==> config.mk <==
export PLATFORM = sky130hd
export DESIGN_NAME = memory_instruction_queue_flat
export DESIGN_NICKNAME = d
export VERILOG_FILES = /design/src/rtl/memory_instruction_queue_pkg.sv /design/src/rtl/memory_instruction_queue_if.sv /design/src/rtl/memory_instruction_queue.sv /design/src/flat_wrapper.sv
export SDC_FILE = /design/constraint.sdc
export NUM_CORES = 2
export LEC_CHECK = 0
export ABC_AREA = 1
export ABC_CLOCK_PERIOD_IN_PS = 12000
export BUFFER_PORTS_ARGS = -buffer_cell sky130_fd_sc_hd__clkbuf_2
export CAP_MARGIN = 20
export CORE_MARGIN = 5
export CORE_UTILIZATION = 38
export CTS_CLUSTER_SIZE = 24
export DETAILED_ROUTE_END_ITERATION = 8
export SLEW_MARGIN = 20
export SYNTH_ARGS = -nofsm -noshare
export SYNTH_HDL_FRONTEND = slang
export SYNTH_SLANG_ARGS = --single-unit
==> constraint.sdc <==
create_clock -name clk -period 12 [get_ports clk]
set_input_delay 0 -clock clk [delete_from_list [all_inputs] [get_ports clk]]
set_output_delay 0 -clock clk [all_outputs]
set_load 0.05 [all_outputs]
==> src/rtl/memory_instruction_queue_pkg.sv <==
// Shared types and sizing for the memory instruction queue.
// Entry layout: is_load at MSB, then target, then per-lane fields.
package memory_instruction_queue_pkg;

    localparam int MEMORY_ADDRESS_BITS   = 15;
    localparam int SUPERSCALAR_LOG_WIDTH = 2;
    localparam int SUPERSCALAR_WIDTH     = 1 << SUPERSCALAR_LOG_WIDTH;
    localparam int LOG_DEPTH             = 3;
    localparam int DEPTH                 = 1 << LOG_DEPTH;
    localparam int STALL_MARGIN          = 2;
    localparam int LANE_W  = MEMORY_ADDRESS_BITS * 3 + 15;
    localparam int ENTRY_W = LANE_W * SUPERSCALAR_WIDTH + 2;

    typedef logic [SUPERSCALAR_LOG_WIDTH-1:0] copy_count_t;
    typedef logic [LOG_DEPTH-1:0]             ptr_t;
    typedef logic [LOG_DEPTH:0]               occ_t;
    typedef logic [ENTRY_W-1:0]               entry_t;
    typedef logic [MEMORY_ADDRESS_BITS-1:0]   maddr_t;

    typedef struct packed {
        maddr_t addr;
        maddr_t stridex;
        maddr_t stridey;
    } src_t;

    typedef struct packed {
        maddr_t daddr;
        maddr_t dstridex;
        maddr_t dstridey;
    } dst_t;

    // Loads walk the DRAM side, stores the scratchpad side; one view per lane.
    typedef union packed {
        src_t s;
        dst_t d;
    } xfer_t;

    typedef struct packed {
        logic [6:0] height;
        logic [5:0] width;
        logic       zero_flag;
        logic       skip_flag;
        xfer_t      x;
    } lane_t;

    typedef struct packed {
        logic                             is_load;
        logic                             target;
        lane_t [SUPERSCALAR_WIDTH-1:0]    lane;
    } queued_memory_instruction;

    function automatic logic stall_for(occ_t occ);
        return (occ_t'(DEPTH) - occ) < occ_t'(STALL_MARGIN);
    endfunction

endpackage

==> src/rtl/memory_instruction_queue_if.sv <==
// Producer/consumer bundle of the memory instruction queue.
// slave: the queue itself; master: the surrounding producer and consumer.
interface memory_instruction_queue_if;
    import memory_instruction_queue_pkg::*;

    logic        in_we;
    entry_t      in_instr;
    copy_count_t in_copy_count;
    logic        stall;
    logic        out_valid;
    logic        out_ready;
    entry_t      out_instr;
    copy_count_t out_copy_count;
    occ_t        occupancy;
    logic        overflow;

    modport slave (
        input  in_we, in_instr, in_copy_count, out_ready,
        output stall, out_valid, out_instr, out_copy_count,
        output occupancy, overflow
    );

    modport master (
        output in_we, in_instr, in_copy_count, out_ready,
        input  stall, out_valid, out_instr, out_copy_count,
        input  occupancy, overflow
    );

endinterface

==> src/rtl/memory_instruction_queue.sv <==
// FIFO of memory instructions between control_unit and the issue stage.
// Define MEMORY_INSTRUCTION_QUEUE_BYPASS_EN for a same-cycle path when empty.
module memory_instruction_queue
    import memory_instruction_queue_pkg::*;
(
    input logic                       clk,
    input logic                       reset,
    memory_instruction_queue_if.slave q
);

    queued_memory_instruction mem_q [DEPTH];
    copy_count_t              cc_q  [DEPTH];

    ptr_t rd_ptr_q, rd_ptr_d;
    ptr_t wr_ptr_q, wr_ptr_d;
    occ_t occ_q, occ_d;
    logic stall_q, stall_d;
    logic ovf_q, ovf_d;

    logic full, empty, push, pop, bypass;

    assign full  = (occ_q == occ_t'(DEPTH));
    assign empty = (occ_q == '0);

`ifdef MEMORY_INSTRUCTION_QUEUE_BYPASS_EN
    assign bypass = empty && q.in_we && q.out_ready;
`else
    assign bypass = 1'b0;
`endif

    // A bypassed entry is consumed in flight and never occupies a slot.
    assign push = q.in_we && !full && !bypass;
    assign pop  = !empty && q.out_ready;

    always_comb begin
        rd_ptr_d = rd_ptr_q;
        wr_ptr_d = wr_ptr_q;
        occ_d    = occ_q + occ_t'(push) - occ_t'(pop);
        ovf_d    = ovf_q | (q.in_we && full);
        if (push) wr_ptr_d = wr_ptr_q + 1'b1;
        if (pop)  rd_ptr_d = rd_ptr_q + 1'b1;
        stall_d  = stall_for(occ_d);
    end

    always_ff @(posedge clk or negedge reset) begin
        if (!reset) begin
            rd_ptr_q <= '0;
            wr_ptr_q <= '0;
            occ_q    <= '0;
            stall_q  <= 1'b0;
            ovf_q    <= 1'b0;
        end else begin
            rd_ptr_q <= rd_ptr_d;
            wr_ptr_q <= wr_ptr_d;
            occ_q    <= occ_d;
            stall_q  <= stall_d;
            ovf_q    <= ovf_d;
        end
    end

    always_ff @(posedge clk) begin
        if (push) begin
            mem_q[wr_ptr_q] <= queued_memory_instruction'(q.in_instr);
            cc_q[wr_ptr_q]  <= q.in_copy_count;
        end
    end

    assign q.out_valid      = !empty || bypass;
    assign q.out_instr      = bypass ? q.in_instr : entry_t'(mem_q[rd_ptr_q]);
    assign q.out_copy_count = bypass ? q.in_copy_count : cc_q[rd_ptr_q];
    assign q.occupancy      = occ_q;
    assign q.stall          = stall_q;
    assign q.overflow       = ovf_q;

endmodule

==> src/flat_wrapper.sv <==
// flat-port wrapper written by rule: the top's interface ports become plain ports
module memory_instruction_queue_flat import memory_instruction_queue_pkg::*;
  (clk, reset, q_in_we, q_in_instr, q_in_copy_count, q_out_ready, q_stall, q_out_valid, q_out_instr, q_out_copy_count, q_occupancy, q_overflow);
  memory_instruction_queue_if q_i ();
  input logic clk;
  input logic reset;
  input wire logic [$bits(q_i.in_we)-1:0] q_in_we;
  input wire logic [$bits(q_i.in_instr)-1:0] q_in_instr;
  input wire logic [$bits(q_i.in_copy_count)-1:0] q_in_copy_count;
  input wire logic [$bits(q_i.out_ready)-1:0] q_out_ready;
  output wire logic [$bits(q_i.stall)-1:0] q_stall;
  output wire logic [$bits(q_i.out_valid)-1:0] q_out_valid;
  output wire logic [$bits(q_i.out_instr)-1:0] q_out_instr;
  output wire logic [$bits(q_i.out_copy_count)-1:0] q_out_copy_count;
  output wire logic [$bits(q_i.occupancy)-1:0] q_occupancy;
  output wire logic [$bits(q_i.overflow)-1:0] q_overflow;
  assign q_i.in_we = q_in_we;
  assign q_i.in_instr = q_in_instr;
  assign q_i.in_copy_count = q_in_copy_count;
  assign q_i.out_ready = q_out_ready;
  assign q_stall = q_i.stall;
  assign q_out_valid = q_i.out_valid;
  assign q_out_instr = q_i.out_instr;
  assign q_out_copy_count = q_i.out_copy_count;
  assign q_occupancy = q_i.occupancy;
  assign q_overflow = q_i.overflow;
  memory_instruction_queue u_core (.clk(clk), .reset(reset), .q(q_i));
endmodule
==> flow_metrics.tcl <==
set metrics [dict create \
    ys_ff_latch 1964 \
    clock_latency_ps 840 \
    power.total_mw 24.9 \
    overflow 0 \
    syn2layout_area_growth_pct 20.6 \
    dr_wl_met3_um 11300 \
    via_per_inst 5.20 \
    antenna_found_initial 24 \
    dpl.hpwl_um 96900 \
    whs_path_depth 2 \
    critPathMaxStageDelay_ps 950 \
    die_w_um 456 \
    leakage_nw 31.3 \
    fin_skew_ps 67.4 \
    cp-end-kind "primary output" \
    yosysWarnings 0 \
    postLayoutCoreUtil_pct 46.1 \
    hp-class "input pin to flip-flop" \
    startpoint_type "flip-flop" \
    cp.required_ps 12000 \
    start_util_pct 38.2 \
    fmax_ghz 0.201 \
    top_layer "met5" \
    worst-path-stages 8 \
    clk_pin_slew_ps 60 \
    wl_met1_um 78200 \
    setup_viol 0 \
    crit_buf_inv 4 \
    grt_pass1_vias 47773 \
    dr_wl_met2_um 97000 \
    tightest_slew_ps 1270 \
    fin_tns_setup_ps 0 \
    cpLargestDelayFamily "buffers and inverters" \
    r2r_cells 9 \
    io_pins 499 \
    slew_viol_final 0 \
    rsz0062_at_grt "no" \
    path_cells "inv_8, buf_4, buf_4, o21ai_0, o22ai_1, nand2_1, nand2_1, clkbuf_2" \
    vdd_drop_max_mv 0.303 \
    cts_tree "built" \
    crit_slowest_cell "buf_4" \
    die_h_um 456 \
    gp_congestion 0.757 \
    grt_pass1_wl_um 293000 \
    portBuffers 498 \
    rows 163 \
    relSlewSlack_pct 15.4 \
    cts.sinks 1964 \
    wl_um 194000 \
    dr.pass1.iters 6 \
    critical_path_arrival_ps 4980 \
    period_minus_slack_ps 4980 \
    grt_use_total_pct 18.0 \
    numCtsBuffers 201 \
    hold_viol 0 \
    drtIter0Drc 4142 \
    vias 48237 \
    cts_max_level 4 \
    syn-instance-count 5600 \
    drive_above_1_share_pct 12.9 \
    power_density_nw_per_um2 273 \
    maxCapViolCount 0 \
    outcome "completed" \
    wl_per_cell_um 20.9 \
    core-area_um2 198000 \
    syn-cell-area_um2 75600 \
    setup_slack_ps 7020 \
    ys_types 24 \
    grt_max_degree 237 \
    yosysSeqAreaShare_pct 77.9 \
    syn-num-nets 5858 \
    cp_max_fo 116 \
    nets 6711 \
    clock_path_buffers 3 \
    syn_area_per_cell_um2 13.5 \
    criticalPathCategory "flip-flop to primary output" \
    clockRootBuffer "clkbuf_16" \
    finalCritPeriodShare_pct 41.5 \
    die_area_um2 208000 \
    place_ws_ps 7610 \
    cts_setup_buffers 0 \
    drc 0 \
    antenna_left 0 \
]
## flip-flops by register name, indices dropped and copies added, names as in the netlist
name and count:
u_core.mem_q 1936, u_core.cc_q 16, u_core.q.occupancy 4, u_core.rd_ptr_q 3
u_core.wr_ptr_q 3, u_core.q.overflow 1, u_core.q.stall 1
## cells in the mapped netlist, drive strengths merged
cell	count	area (um^2)
a21oi	2	10.0
buf	144	971
clkbuf	235	892
dfrtp	12	300
edfxtp	1952	58600
fa	1	20.0
ha	9	113
inv	22	85.1
nand2	754	2830
nand3	10	50.1
nand4	1	6.26
nor2	986	3700
o21ai	978	4890
o21bai	1	7.51
o22ai	488	3050
or2	2	12.5
xor2	3	26.3
## what timing repair did
| item | in CTS | in global routing |
|---|---|---|
| endpoints found under the hold margin | 2007 | 0 |
| gates resized for setup | 0 | 0 |
| hold buffers | 461 | 0 |
## kinds of logic (layout without fill, tap and decap cells)
| group | after synthesis | count (layout) | share of synthesized area, % |
|---|---|---|---|
| flip-flops | 1964 | 1964 | 77.9 |
| AND/OR/NAND/NOR | 1753 | 1753 | 8.73 |
| AO/OA/AOI/OAI | 1469 | 1469 | 10.5 |
| buffers and inverters | 401 | 1419 | 2.58 |
| adder cells (fa/ha/maj) | 10 | 10 | 0.175 |
| XOR/XNOR | 3 | 3 | 0.0348 |
| other | 0 | 22 | 0 |
## worst reg2reg max path: cells and delay by family, from the launching register on
family / cells / cell delay (ps)
simple gates: 4 / 1340
flops: 1 / 340
buf+inv: 4 / 2070
fa+ha+maj: 1 / 200
## path summary, 6_finish.rpt
check,end,slack [ps],start
worst max register to register,u_core.mem_q[2][173]$_DFFE_PP_,7620,u_core.q.occupancy[2]$_DFF_PN0_
max in group asynchronous,u_core.rd_ptr_q[2]$_DFFE_PN0P_,11310,reset
worst min-delay path,u_core.mem_q[6][181]$_DFFE_PP_,40,q_in_instr[181]
worst min register to register,u_core.q.overflow$_DFF_PN0_,520,u_core.q.overflow$_DFF_PN0_
min in group asynchronous,u_core.q.stall$_DFF_PN0_,220,reset
worst max-delay path,q_out_instr[4],7020,u_core.rd_ptr_q[1]$_DFFE_PN0P_
## power by group
part | leakage [nW] | switching, mW | internal (mW)
combinational | 10.4 | 7.90 | 2.21
clock | 3.03 | 2.60 | 3.32
sequential | 17.9 | 0.283 | 8.60
## layout make-up
| cell class | count | area, um^2 |
|---|---|---|
| Fill cell | 17275 | 106000 |
| Sequential cell | 1964 | 58900 |
| Multi-Input combinational cell | 3235 | 14800 |
| Timing Repair Buffer | 1029 | 7750 |
| Clock buffer | 256 | 5240 |
| Tap cell | 2640 | 3300 |
| Clock inverter | 112 | 1020 |
| Inverter | 22 | 114 |
| Antenna cell | 22 | 55.1 |
## routing by layer
metal / vias to the layer above / track usage (%)
met5: - / 0
met4: 2 / 7.36
met3: 356 / 3.26
met2: 1521 / 30.8
met1: 23988 / 22.6
li1: 22370 / -
## placed cells by master (no fill, tap or decap), types with 55 or more instances in the layout
cell type	count
edfxtp_1	1952
dlygate4sd3_1	461
nor2_1	978
clkbuf_16	201
clkbuf_2	498
nand2_1	754
buf_4	60
o21ai_0	884
o22ai_1	488
clkbuf_1	55
o21ai_1	94
## stage by stage
step | area [um^2] | cells | hold slack (ps)
floorplan | 75600 | 5600 | -296
global placement | 80300 | 8429 | -85.6
detailed placement | 80300 | 8429 | -92.8
CTS | 91100 | 9258 | 1.57
global route | 91200 | 9274 | 26.5
finish | 91200 | 9280 | 41.8
Note: power is estimated with default switching activity, not from simulation.
